<file path="src/rtl/holy_uart_pkg.sv">
// holy_uart_tx_lite shared definitions.
// Register offsets, bit indices, FSM state types and AXI responses.
package holy_uart_pkg;

    localparam logic [3:0] OFF_TXDATA = 4'h0;
    localparam logic [3:0] OFF_STATUS = 4'h4;
    localparam logic [3:0] OFF_CTRL   = 4'h8;
    localparam logic [3:0] OFF_BAUD   = 4'hC;

    localparam int ST_FULL   = 0;
    localparam int ST_EMPTY  = 1;
    localparam int ST_BUSY   = 2;
    localparam int ST_OVF    = 3;
    localparam int ST_CNT_LO = 8;

    localparam int CTRL_TX_EN  = 0;
    localparam int CTRL_IRQ_EN = 1;

    localparam logic [1:0] OKAY   = 2'b00;
    localparam logic [1:0] SLVERR = 2'b10;

    typedef enum logic [1:0] {
        IDLE,
        START,
        DATA,
        STOP
    } tx_state_t;

    typedef enum logic {
        W_IDLE,
        W_RESP
    } wr_state_t;

    typedef enum logic {
        R_IDLE,
        R_RESP
    } rd_state_t;

    // A zero divider would never end a bit, so it is treated as one.
    function automatic logic [15:0] clamp_div(input logic [15:0] d);
        return (d == 16'd0) ? 16'd1 : d;
    endfunction

endpackage

</file>
<file path="src/rtl/axi_lite_if.sv">
// 32-bit AXI-lite bundle between the crossbar and its slaves.
// The slave modport is the register-file side.
interface axi_lite_if;

    logic [31:0] awaddr;
    logic        awvalid;
    logic        awready;
    logic [31:0] wdata;
    logic [3:0]  wstrb;
    logic        wvalid;
    logic        wready;
    logic [1:0]  bresp;
    logic        bvalid;
    logic        bready;
    logic [31:0] araddr;
    logic        arvalid;
    logic        arready;
    logic [31:0] rdata;
    logic [1:0]  rresp;
    logic        rvalid;
    logic        rready;

    modport slave (
        input  awaddr, awvalid, wdata, wstrb, wvalid, bready,
        input  araddr, arvalid, rready,
        output awready, wready, bresp, bvalid,
        output arready, rdata, rresp, rvalid
    );

    modport master (
        output awaddr, awvalid, wdata, wstrb, wvalid, bready,
        output araddr, arvalid, rready,
        input  awready, wready, bresp, bvalid,
        input  arready, rdata, rresp, rvalid
    );

endinterface

</file>
<file path="src/rtl/holy_sync_fifo.sv">
// Single-clock FIFO with occupancy count.
// Push when full and pop when empty are ignored.
module holy_sync_fifo #(
    parameter int WIDTH = 8,
    parameter int DEPTH = 8,
    localparam int AW = $clog2(DEPTH)
) (
    input  logic             clk,
    input  logic             rst,
    input  logic             push,
    input  logic [WIDTH-1:0] din,
    input  logic             pop,
    output logic [WIDTH-1:0] dout,
    output logic             full,
    output logic             empty,
    output logic [AW:0]      count
);

    localparam logic [AW:0]   FULL_CNT = DEPTH[AW:0];
    localparam logic [AW:0]   CNT_ONE  = 1;
    localparam logic [AW-1:0] PTR_ONE  = 1;

    logic [WIDTH-1:0] mem [DEPTH];
    logic [AW-1:0]    wr_ptr;
    logic [AW-1:0]    rd_ptr;
    logic [AW:0]      cnt_q;
    logic             push_ok;
    logic             pop_ok;

    assign full    = (cnt_q == FULL_CNT);
    assign empty   = (cnt_q == '0);
    assign count   = cnt_q;
    assign dout    = mem[rd_ptr];
    assign push_ok = push & ~full;
    assign pop_ok  = pop & ~empty;

    always_ff @(posedge clk) begin
        if (push_ok) begin
            mem[wr_ptr] <= din;
        end
    end

    // Pointers wrap naturally because DEPTH is a power of two.
    always_ff @(posedge clk or posedge rst) begin
        if (rst) begin
            wr_ptr <= '0;
            rd_ptr <= '0;
            cnt_q  <= '0;
        end else begin
            if (push_ok) begin
                wr_ptr <= wr_ptr + PTR_ONE;
            end
            if (pop_ok) begin
                rd_ptr <= rd_ptr + PTR_ONE;
            end
            unique case ({push_ok, pop_ok})
                2'b10:   cnt_q <= cnt_q + CNT_ONE;
                2'b01:   cnt_q <= cnt_q - CNT_ONE;
                default: cnt_q <= cnt_q;
            endcase
        end
    end

endmodule

</file>
<file path="src/rtl/holy_uart_tx_lite.sv">
// AXI-lite UART transmitter: register file, TX FIFO and 8N1 serializer.
// tx_irq is a registered level that is high while the FIFO has drained.
module holy_uart_tx_lite
    import holy_uart_pkg::*;
#(
    parameter logic [31:0] BASE_ADDR   = 32'h0000_E000,
    parameter int          FIFO_DEPTH  = 8,
    parameter logic [15:0] DEFAULT_DIV = 16'd868
) (
    input  logic      clk,
    input  logic      rst,
    axi_lite_if.slave s_axi_lite,
    output logic      uart_tx,
    output logic      tx_irq
);

    localparam int CW = $clog2(FIFO_DEPTH) + 1;

    wr_state_t   w_state;
    wr_state_t   w_next;
    rd_state_t   r_state;
    rd_state_t   r_next;
    tx_state_t   tx_state;
    tx_state_t   tx_next;

    logic [31:0] w_off;
    logic [31:0] r_off;
    logic        w_mapped;
    logic        r_mapped;
    logic        wr_fire;
    logic        rd_fire;
    logic        ar_rdy;
    logic [1:0]  bresp_q;
    logic [31:0] rdata_q;
    logic [1:0]  rresp_q;
    logic [31:0] rd_val;
    logic [31:0] status_w;

    logic [1:0]  ctrl_q;
    logic [15:0] baud_q;
    logic        ovf_q;
    logic        irq_q;

    logic        sel_tx;
    logic        sel_status;
    logic        sel_ctrl;
    logic        sel_baud;
    logic        fifo_push;
    logic        fifo_pop;
    logic [7:0]  fifo_dout;
    logic        fifo_full;
    logic        fifo_empty;
    logic [CW-1:0] fifo_count;

    logic [15:0] div_q;
    logic [15:0] div_n;
    logic [15:0] cnt_q;
    logic [15:0] cnt_n;
    logic [2:0]  bit_q;
    logic [2:0]  bit_n;
    logic [7:0]  sh_q;
    logic [7:0]  sh_n;
    logic        tx_q;
    logic        tx_n;
    logic        bit_end;
    logic        busy;
    logic        tx_en;

    logic        unused_bits;
    assign unused_bits = ^{s_axi_lite.wdata[31:16], s_axi_lite.wstrb[3:2]};

    assign w_off    = s_axi_lite.awaddr - BASE_ADDR;
    assign r_off    = s_axi_lite.araddr - BASE_ADDR;
    assign w_mapped = (w_off[31:4] == '0);
    assign r_mapped = (r_off[31:4] == '0);

    assign sel_tx     = w_mapped & (w_off[3:0] == OFF_TXDATA);
    assign sel_status = w_mapped & (w_off[3:0] == OFF_STATUS);
    assign sel_ctrl   = w_mapped & (w_off[3:0] == OFF_CTRL);
    assign sel_baud   = w_mapped & (w_off[3:0] == OFF_BAUD);

    assign busy      = (tx_state != IDLE);
    assign tx_en     = ctrl_q[CTRL_TX_EN];
    assign fifo_push = wr_fire & sel_tx & s_axi_lite.wstrb[0];

    // ---------------- write channel ----------------
    always_comb begin
        w_next                = w_state;
        wr_fire               = 1'b0;
        s_axi_lite.awready    = 1'b0;
        s_axi_lite.wready     = 1'b0;
        unique case (w_state)
            W_IDLE: begin
                if (s_axi_lite.awvalid && s_axi_lite.wvalid) begin
                    s_axi_lite.awready = 1'b1;
                    s_axi_lite.wready  = 1'b1;
                    wr_fire            = 1'b1;
                    w_next             = W_RESP;
                end
            end
            W_RESP: begin
                if (s_axi_lite.bready) begin
                    w_next = W_IDLE;
                end
            end
            default: w_next = W_IDLE;
        endcase
    end

    assign s_axi_lite.bvalid = (w_state == W_RESP);
    assign s_axi_lite.bresp  = bresp_q;

    // ---------------- read channel ----------------
    assign rd_fire = ar_rdy & s_axi_lite.arvalid;

    always_comb begin
        r_next = r_state;
        unique case (r_state)
            R_IDLE:  if (rd_fire) r_next = R_RESP;
            R_RESP:  if (s_axi_lite.rready) r_next = R_IDLE;
            default: r_next = R_IDLE;
        endcase
    end

    assign s_axi_lite.arready = ar_rdy;
    assign s_axi_lite.rvalid  = (r_state == R_RESP);
    assign s_axi_lite.rdata   = rdata_q;
    assign s_axi_lite.rresp   = rresp_q;

    always_comb begin
        status_w                   = '0;
        status_w[ST_FULL]          = fifo_full;
        status_w[ST_EMPTY]         = fifo_empty;
        status_w[ST_BUSY]          = busy;
        status_w[ST_OVF]           = ovf_q;
        status_w[ST_CNT_LO +: 4]   = 4'(fifo_count);
    end

    always_comb begin
        rd_val = '0;
        if (r_mapped) begin
            unique case (1'b1)
                (r_off[3:0] == OFF_STATUS): rd_val = status_w;
                (r_off[3:0] == OFF_CTRL):   rd_val = {30'b0, ctrl_q};
                (r_off[3:0] == OFF_BAUD):   rd_val = {16'b0, baud_q};
                default:                    rd_val = '0;
            endcase
        end
    end

    always_ff @(posedge clk or posedge rst) begin
        if (rst) begin
            w_state <= W_IDLE;
            r_state <= R_IDLE;
            ar_rdy  <= 1'b0;
            bresp_q <= OKAY;
            rdata_q <= '0;
            rresp_q <= OKAY;
        end else begin
            w_state <= w_next;
            r_state <= r_next;
            ar_rdy  <= (r_next == R_IDLE);
            if (wr_fire) begin
                bresp_q <= w_mapped ? OKAY : SLVERR;
            end
            if (rd_fire) begin
                rdata_q <= rd_val;
                rresp_q <= r_mapped ? OKAY : SLVERR;
            end
        end
    end

    // ---------------- registers ----------------
    always_ff @(posedge clk or posedge rst) begin
        if (rst) begin
            ctrl_q <= '0;
            baud_q <= DEFAULT_DIV;
            ovf_q  <= 1'b0;
            irq_q  <= 1'b0;
        end else begin
            if (wr_fire && sel_ctrl && s_axi_lite.wstrb[0]) begin
                ctrl_q <= s_axi_lite.wdata[1:0];
            end
            if (wr_fire && sel_baud && s_axi_lite.wstrb[0]) begin
                baud_q[7:0] <= s_axi_lite.wdata[7:0];
            end
            if (wr_fire && sel_baud && s_axi_lite.wstrb[1]) begin
                baud_q[15:8] <= s_axi_lite.wdata[15:8];
            end
            if (wr_fire && sel_status && s_axi_lite.wstrb[0]
                && s_axi_lite.wdata[ST_OVF]) begin
                ovf_q <= 1'b0;
            end
            if (fifo_push && fifo_full) begin
                ovf_q <= 1'b1;
            end
            irq_q <= ctrl_q[CTRL_IRQ_EN] & fifo_empty & ~busy;
        end
    end

    assign tx_irq = irq_q;

    holy_sync_fifo #(
        .WIDTH (8),
        .DEPTH (FIFO_DEPTH)
    ) u_fifo (
        .clk   (clk),
        .rst   (rst),
        .push  (fifo_push),
        .din   (s_axi_lite.wdata[7:0]),
        .pop   (fifo_pop),
        .dout  (fifo_dout),
        .full  (fifo_full),
        .empty (fifo_empty),
        .count (fifo_count)
    );

    // ---------------- serializer ----------------
    assign bit_end = (cnt_q == div_q - 16'd1);

    always_comb begin
        tx_next  = tx_state;
        div_n    = div_q;
        cnt_n    = cnt_q;
        bit_n    = bit_q;
        sh_n     = sh_q;
        fifo_pop = 1'b0;
        unique case (tx_state)
            IDLE: begin
                if (tx_en && !fifo_empty) begin
                    fifo_pop = 1'b1;
                    sh_n     = fifo_dout;
                    div_n    = clamp_div(baud_q);
                    cnt_n    = '0;
                    tx_next  = START;
                end
            end
            START: begin
                cnt_n = cnt_q + 16'd1;
                if (bit_end) begin
                    cnt_n   = '0;
                    bit_n   = '0;
                    tx_next = DATA;
                end
            end
            DATA: begin
                cnt_n = cnt_q + 16'd1;
                if (bit_end) begin
                    cnt_n = '0;
                    sh_n  = {1'b0, sh_q[7:1]};
                    bit_n = bit_q + 3'd1;
                    if (bit_q == 3'd7) begin
                        tx_next = STOP;
                    end
                end
            end
            STOP: begin
                cnt_n = cnt_q + 16'd1;
                if (bit_end) begin
                    cnt_n   = '0;
                    tx_next = IDLE;
                    // Chain the next frame straight out of the stop bit.
                    if (tx_en && !fifo_empty) begin
                        fifo_pop = 1'b1;
                        sh_n     = fifo_dout;
                        div_n    = clamp_div(baud_q);
                        tx_next  = START;
                    end
                end
            end
            default: tx_next = IDLE;
        endcase
    end

    always_comb begin
        tx_n = 1'b1;
        unique case (tx_next)
            START:   tx_n = 1'b0;
            DATA:    tx_n = sh_n[0];
            default: tx_n = 1'b1;
        endcase
    end

    always_ff @(posedge clk or posedge rst) begin
        if (rst) begin
            tx_state <= IDLE;
            div_q    <= 16'd1;
            cnt_q    <= '0;
            bit_q    <= '0;
            sh_q     <= '0;
            tx_q     <= 1'b1;
        end else begin
            tx_state <= tx_next;
            div_q    <= div_n;
            cnt_q    <= cnt_n;
            bit_q    <= bit_n;
            sh_q     <= sh_n;
            tx_q     <= tx_n;
        end
    end

    assign uart_tx = tx_q;

endmodule

</file>
<file path="src/flat_wrapper.sv">
// flat-port wrapper written by rule: the top's interface ports become plain ports
module holy_uart_tx_lite_flat import holy_uart_pkg::*;
#(
    parameter logic [31:0] BASE_ADDR   = 32'h0000_E000,
    parameter int          FIFO_DEPTH  = 8,
    parameter logic [15:0] DEFAULT_DIV = 16'd868
)
  (clk, rst, uart_tx, tx_irq, s_axi_lite_awaddr, s_axi_lite_awvalid, s_axi_lite_wdata, s_axi_lite_wstrb, s_axi_lite_wvalid, s_axi_lite_bready, s_axi_lite_araddr, s_axi_lite_arvalid, s_axi_lite_rready, s_axi_lite_awready, s_axi_lite_wready, s_axi_lite_bresp, s_axi_lite_bvalid, s_axi_lite_arready, s_axi_lite_rdata, s_axi_lite_rresp, s_axi_lite_rvalid);
  axi_lite_if s_axi_lite_i ();
  input  logic clk;
  input  logic rst;
  output logic uart_tx;
  output logic tx_irq;
  input wire logic [$bits(s_axi_lite_i.awaddr)-1:0] s_axi_lite_awaddr;
  input wire logic [$bits(s_axi_lite_i.awvalid)-1:0] s_axi_lite_awvalid;
  input wire logic [$bits(s_axi_lite_i.wdata)-1:0] s_axi_lite_wdata;
  input wire logic [$bits(s_axi_lite_i.wstrb)-1:0] s_axi_lite_wstrb;
  input wire logic [$bits(s_axi_lite_i.wvalid)-1:0] s_axi_lite_wvalid;
  input wire logic [$bits(s_axi_lite_i.bready)-1:0] s_axi_lite_bready;
  input wire logic [$bits(s_axi_lite_i.araddr)-1:0] s_axi_lite_araddr;
  input wire logic [$bits(s_axi_lite_i.arvalid)-1:0] s_axi_lite_arvalid;
  input wire logic [$bits(s_axi_lite_i.rready)-1:0] s_axi_lite_rready;
  output wire logic [$bits(s_axi_lite_i.awready)-1:0] s_axi_lite_awready;
  output wire logic [$bits(s_axi_lite_i.wready)-1:0] s_axi_lite_wready;
  output wire logic [$bits(s_axi_lite_i.bresp)-1:0] s_axi_lite_bresp;
  output wire logic [$bits(s_axi_lite_i.bvalid)-1:0] s_axi_lite_bvalid;
  output wire logic [$bits(s_axi_lite_i.arready)-1:0] s_axi_lite_arready;
  output wire logic [$bits(s_axi_lite_i.rdata)-1:0] s_axi_lite_rdata;
  output wire logic [$bits(s_axi_lite_i.rresp)-1:0] s_axi_lite_rresp;
  output wire logic [$bits(s_axi_lite_i.rvalid)-1:0] s_axi_lite_rvalid;
  assign s_axi_lite_i.awaddr = s_axi_lite_awaddr;
  assign s_axi_lite_i.awvalid = s_axi_lite_awvalid;
  assign s_axi_lite_i.wdata = s_axi_lite_wdata;
  assign s_axi_lite_i.wstrb = s_axi_lite_wstrb;
  assign s_axi_lite_i.wvalid = s_axi_lite_wvalid;
  assign s_axi_lite_i.bready = s_axi_lite_bready;
  assign s_axi_lite_i.araddr = s_axi_lite_araddr;
  assign s_axi_lite_i.arvalid = s_axi_lite_arvalid;
  assign s_axi_lite_i.rready = s_axi_lite_rready;
  assign s_axi_lite_awready = s_axi_lite_i.awready;
  assign s_axi_lite_wready = s_axi_lite_i.wready;
  assign s_axi_lite_bresp = s_axi_lite_i.bresp;
  assign s_axi_lite_bvalid = s_axi_lite_i.bvalid;
  assign s_axi_lite_arready = s_axi_lite_i.arready;
  assign s_axi_lite_rdata = s_axi_lite_i.rdata;
  assign s_axi_lite_rresp = s_axi_lite_i.rresp;
  assign s_axi_lite_rvalid = s_axi_lite_i.rvalid;
  holy_uart_tx_lite #(.BASE_ADDR(BASE_ADDR), .FIFO_DEPTH(FIFO_DEPTH), .DEFAULT_DIV(DEFAULT_DIV)) u_core (.clk(clk), .rst(rst), .s_axi_lite(s_axi_lite_i), .uart_tx(uart_tx), .tx_irq(tx_irq));
endmodule
</file>
<file path="config.mk">
export PLATFORM = sky130hd
export DESIGN_NAME = holy_uart_tx_lite_flat
export DESIGN_NICKNAME = d
export VERILOG_FILES = /design/src/rtl/holy_uart_pkg.sv /design/src/rtl/axi_lite_if.sv /design/src/rtl/holy_sync_fifo.sv /design/src/rtl/holy_uart_tx_lite.sv /design/src/flat_wrapper.sv
export SDC_FILE = /design/constraint.sdc
export NUM_CORES = 1
export LEC_CHECK = 0
export CORE_UTILIZATION = 45
export DETAILED_ROUTE_END_ITERATION = 6
export GPL_ROUTABILITY_DRIVEN = 1
export GPL_TIMING_DRIVEN = 0
export HOLD_SLACK_MARGIN = 0.12
export PLACE_DENSITY = 0.7
export SLEW_MARGIN = 10
export SYNTH_ARGS = -nofsm -noshare
export SYNTH_HDL_FRONTEND = slang
export SYNTH_HIERARCHICAL = 1
export SYNTH_SLANG_ARGS = --single-unit
</file>
<file path="constraint.sdc">
create_clock -name clk -period 5.3 [get_ports clk]
set_clock_uncertainty 0.05 [all_clocks]
set_input_delay 0.53 -clock clk [delete_from_list [all_inputs] [get_ports clk]]
set_output_delay 0.53 -clock clk [all_outputs]
set_load 0.005 [all_outputs]
</file>
After elaboration in Yosys (flattened, before gate mapping)
Memory sizes are Yosys's and may differ from the RTL's.
Index checks and enable logic that the tools add are counted.
{"block": "op_classes", "addsub": 9, "n_eq_ne": 20, "muxes": 41, "n_bitwise": 17, "n_reduce_logical": 28}
{"operator": "$mux W16", "n": 5}
{"operator": "$pmux W16 S2", "n": 2}
{"operator": "$sub A32 B16 Y32 const B", "n": 2}
{"operator": "$logic_not A28 Y1", "n": 2}
{"operator": "$pmux W16 S3", "n": 1}
{"operator": "$mux W32", "n": 1}
{"operator": "$mux W8", "n": 3}
{"operator": "$pmux W8 S3", "n": 1}
{"operator": "$eq A4 B4 Y1 const B", "n": 5}
{"operator": "$add A16 B1 Y16 const B", "n": 1}
{"operator": "$eq A16 B16 Y1", "n": 1}
{"operator": "$logic_not A16 Y1", "n": 1}
{"operator": "$sub A16 B1 Y16 const B", "n": 1}
{"operator": "$mux W2", "n": 7}
{"operator": "$mux W1", "n": 12}
{"operator": "$and A1 B1 Y1", "n": 11}
{"operator": "$logic_and A1 B1 Y1", "n": 11}
{"operator": "$reduce_bool A2 Y1", "n": 5}
{"operator": "$add A3 B1 Y3 const B", "n": 3}
{"operator": "$eq A2 B2 Y1 const B", "n": 4}
{"operator": "$eq A4 B3 Y1 const B", "n": 2}
{"operator": "$logic_not A4 Y1", "n": 2}
{"operator": "$ne A2 B1 Y1 const B", "n": 4}
{"operator": "$pmux W1 S2", "n": 4}
{"operator": "15 further kinds", "n": 24}
{"block": "totals", "regBits": 115, "mem_bits_rw": 64, "in_bits": 107, "word_cells": 137, "memories": 1}
{"name": "u_core.u_fifo.mem", "depth": 8, "width": 8, "rd": 1, "rd_clocked_by_memory_dff": 0, "write_ports": 1, "line_no": "holy_sync_fifo.sv:23", "text": "logic [WIDTH-1:0] mem [DEPTH];"}

Logic depth before layout (Yosys ltp)
{"block": "logic_depth", "word_depth": 9, "ltp_mapped": 16, "depth_no_buf": 16}

Cells and area by module
Netlist, hierarchy kept.
{"mod": "holy_uart_tx_lite", "instances": 1, "cells_per_inst": 531, "area_per_inst_um2": 5213.8, "seq_area_each_um2": 2185.8}
{"mod": "holy_sync_fifo", "instances": 1, "cells_per_inst": 161, "area_per_inst_um2": 3135.5, "seq_area_each_um2": 2172.1}

Worst setup path after synthesis
OpenSTA, ideal clock, no wires.
{"block": "synth_timing", "kind": "flip-flop to flip-flop", "from": "reg u_core.div_q[1]", "to": "reg u_core.u_fifo.cnt_q[3], in the netlist u_core/u_fifo/count[3]", "t_arrival_ns": 4.393, "required_ns": 5.116, "path_slack_ns": 0.724, "stages_incl_launch_ff": 17, "n_path_buf": 0, "period_less_slack_ns": 4.576, "path_cell_list": "dfrtp_1 > inv_1 > ha_1 > or4b_4 > nor2_1 > xnor2_1 > or4_4 > nor4b_4 > a31oi_4 > nor3_1 > o41ai_2 > inv_1 > ha_1 > ha_1 > or4b_2 > o311ai_0 > o211ai_1"}
{"block": "synth_between", "elab_chain_len": 7, "elab_cells_between_ends": 9, "classes_between": "add/sub (1); eq/ne (3); mux (3); bitwise (1); reduce/logical (1)"}
{"item": "from (decl)", "line_no": "holy_uart_tx_lite.sv:55", "text": "logic [15:0] div_q;"}
{"item": "from (signal assigned)", "line_no": "holy_uart_tx_lite.sv:294", "text": "div_q <= div_n;"}
{"item": "$sub A16 B1 Y16 (*)", "line_no": "holy_uart_tx_lite.sv:219", "text": "assign bit_end = (cnt_q == div_q - 16'd1);"}
{"item": "$eq A16 B16 Y1 (*)", "line_no": "holy_uart_tx_lite.sv:219"}
{"item": "$mux W1 (*)", "line_no": "holy_uart_tx_lite.sv:259", "text": "if (bit_end) begin"}
{"item": "$pmux W1 S2 (*)", "line_no": "holy_uart_tx_lite.sv:228", "text": "unique case (tx_state)"}
{"item": "net u_core.fifo_pop", "line_no": "holy_uart_tx_lite.sv:49", "text": "logic fifo_pop;"}
{"item": "$and A1 B1 Y1 (*)", "line_no": "holy_sync_fifo.sv:35", "text": "assign pop_ok = pop & ~empty;"}
{"item": "net u_core.u_fifo.pop_ok", "line_no": "holy_sync_fifo.sv:28", "text": "logic pop_ok;"}
{"item": "$eq A2 B1 Y1 / $eq A2 B2 Y1 (equally long branches)", "line_no": "holy_sync_fifo.sv:56", "text": "unique case ({push_ok, pop_ok})"}
{"item": "$pmux W4 S2 / $reduce_bool A2 Y1 (equally long branches)"}
{"item": "to (signal assigned)", "line_no": "holy_sync_fifo.sv:57", "text": "2'b10: cnt_q <= cnt_q + CNT_ONE;"}
{"item": "to (signal assigned)", "line_no": "holy_sync_fifo.sv:58", "text": "2'b01: cnt_q <= cnt_q - CNT_ONE;"}
{"item": "to (signal assigned)", "line_no": "holy_sync_fifo.sv:59", "text": "default: cnt_q <= cnt_q;"}
{"item": "to (decl)", "line_no": "holy_sync_fifo.sv:26", "text": "logic [AW:0] cnt_q;"}
Mark *: on every way through the listed nets, which the timed path passes. The rest lies on a longest branch.
A chain may end at the register's enable or synchronous reset.

Worst setup path in the final report
Same ends and word-level chain as after synthesis.

==> impl_metrics.tcl <==
set metrics [dict create \
    wirelength_mm 18.2 \
    globalplace.congestion 0.859 \
    vdd_drop_max_uv 261 \
    ant_nets 0 \
    cts_root_buffer "clkbuf_16" \
    io_buffers 112 \
    setup_viol 0 \
    syn_area_mm2 0.00835 \
    final_common_cell "clkdlybuf4s50_1" \
    synth_flop_cell "dfrtp_1" \
    total_power_w 0.00270 \
    area_growth_pct 25.8 \
    grt_antenna_before_repair 0 \
    fillers 1471 \
    synthCells 692 \
    detail_route.iter0.violations 360 \
    dp_hpwl_mm 13.2 \
    finalCriticalPeriod_ns 4.91 \
    vias_per_cell 5.44 \
    fmax_mhz 204 \
    postLayoutSetupSlackWorst_ns 0.394 \
    globalRouteTotalUtil_pct 19.6 \
    num_vias 5914 \
    seq_area_frac_synth_pct 52.2 \
    htreeDepth 4 \
    critPathCaptureType "flip-flop" \
    synth_top_area_share_pct 27.0 \
    wl_per_cell_um 16.7 \
    die_w_um 138 \
    drc 8 \
    fin_cells 1087 \
    cts_buffer_depth 2 \
    synthTopCellsByArea "dfrtp_1 27%, edfxtp_1 23%, mux4_1 5.0%, mux2_2 3.9%, nor2_1 2.6%" \
    die_h_um 138 \
    crit_type "reg2reg" \
    grt_pass1_vias 5771 \
    crit_fanout 9 \
    slew_viol_final 0 \
    final_cell_mix "112 x clkdlybuf4s50_1, 90 x dfrtp_1, 64 x edfxtp_1" \
    ys_warn_count 6 \
    hold_buffers 0 \
    fin_hold_ws_ns 0.426 \
    violations "design-rule violations" \
    overflow 0 \
    drtPass1Iterations 7 \
    run_status "complete, but fails checks" \
    cts_tree "done" \
    yosys.area.top_type "dfrtp_1" \
    worstPathRequired_ns 5.55 \
    p_leak_nw 4.38 \
    cts_sinks 161 \
    arrival_ns 5.15 \
    core_mm2 0.0181 \
    synth_edf_count 64 \
    dp_cells 1051 \
    multi_input_area_mm2 0.00369 \
    io_pins 150 \
    ys_ff_latch 161 \
    drive_above_1_share_pct 14.2 \
    powerDensity_mw_per_mm2 257 \
    finalHoldViolations 0 \
    slew_headroom_pct 18.6 \
    cts_buffers 17 \
    die_area_mm2 0.0191 \
    placed_cell_area_mm2 0.00984 \
    ys_types 74 \
    drv_cap 0 \
    clk_pin_slew_worst_paths_ns 0.07 \
    syn_avg_cell_area_um2 12.1 \
    start_kind "flip-flop" \
    nets 970 \
    hold_path_class "in2async" \
    post-route-period-util_pct 92.6 \
    rsz0062_at_grt "no" \
    num_antenna_cells 0 \
    start_util_pct 46.2 \
    grt_pass1_wl_mm 29.3 \
    regArea_mm2 0.00436 \
    final_cell_area_mm2 0.0105 \
    dp_slack_ns -0.0278 \
    rows 49 \
    grt_max_degree 48 \
    async_flop_share_pct 60.2 \
    worst_pin_slew_ns 1.21 \
    clk_latency_ns 0.43 \
]
sequential cells by signal, summed over array words and instances (netlist names), 4 cells and up:
register                 flops
u_core/u_fifo/mem           64
u_core/baud_q               16
u_core/cnt_q                16
u_core/div_q                16
u_core/s_axi_lite.rdata     16
u_core/sh_q                  8
u_core/u_fifo/count          4
critical path: stages (launching register included):
cell,delay [ns]
dfrtp_1,0.39
inv_1,0.09
ha_1,0.27
or4b_4,0.54
or4_1,0.48
mux2_2,0.30
a22oi_1,0.26
nand2_1,0.28
a31oi_4,0.23
nor3_2,0.10
o41ai_2,0.10
inv_1,0.15
ha_1,0.32
ha_1,0.37
or4b_2,0.62
o311ai_0,0.12
o211ai_1,0.12
final cells by class:
cell class                      count  area share, %
Sequential cell                   161           41.5
Multi-Input combinational cell    480           35.2
Timing Repair Buffer              117           11.1
Clock buffer                       17           4.05
Tap cell                          229           2.73
Buffer                             43           2.70
Clock inverter                     15           1.82
Inverter                           25          0.917
cells in the mapped netlist, drive strengths merged (17+ instances only):
| cell type | instances |
|---|---|
| dfrtp | 90 |
| edfxtp | 64 |
| nor2 | 59 |
| nand2 | 46 |
| mux2 | 41 |
| buf | 31 |
| inv | 25 |
| xnor2 | 22 |
| o21ai | 21 |
| xor2 | 21 |
| a22o | 18 |
| nand3 | 18 |
| nor3 | 18 |
| a21oi | 17 |
| ha | 17 |
| mux2i | 17 |
power by group:
part / switching (W) / internal [W]
Combinational: 0.0000647 / 0.0000879
Sequential: 0.00000282 / 0.00130
Clock: 0.000562 / 0.000683
Total: 0.000630 / 0.00207
what timing repair did:
item / in CTS / in global routing
pin swaps: 0 / 2
gates resized for setup: 1 / 1
setup buffers: 0 / 4
endpoints found under the setup margin: 1 / 1
worst paths after layout:
kind	startpoint	endpoint	slack (ns)	cells after the start
setup / recovery	u_core/div_q[1]	u_core/u_fifo/count[3]	0.39	16
min in group clk	u_core/s_axi_lite.rdata[8]	u_core/s_axi_lite.rdata[8]	0.44	2
max in group asynchronous	rst	u_core/baud_q[8]	4.03	3
hold reg to reg	u_core/s_axi_lite.rdata[8]	u_core/s_axi_lite.rdata[8]	0.44	2
hold / removal	rst	u_core/u_fifo/wr_ptr[2]	0.43	2
setup reg to reg	u_core/div_q[1]	u_core/u_fifo/count[3]	0.39	16
kinds of logic after synthesis:
logic type	count (synthesis)	share of synthesized area [%]
other	1	0.0449
flip-flops	161	52.2
AND/OR/NAND/NOR	226	14.5
multiplexers	74	12.6
buffers and inverters	68	4.53
AO/OA/AOI/OAI	101	8.81
adder cells (fa/ha/maj)	18	2.79
XOR/XNOR	43	4.51
through the flow:
step           util (%)  TNS [ns]
2_1_floorplan         -         0
3_3_place_gp       54.3         0
3_5_place_dp       54.4   -0.0278
4_1_cts            57.9         0
5_1_grt            58.1         0
6_report           58.1         0
layer usage:
metal	vias up	routed length (µm)	share of wire (%)	track usage, %
met4	0	246	1.4	6.33
met2	140	9090	50	32.9
met1	2898	8140	45	25.6
li1	2859	-	-	-
met3	17	731	4.0	3.78
met5	-	0	0	0
Power figures use the tool's default switching activity.
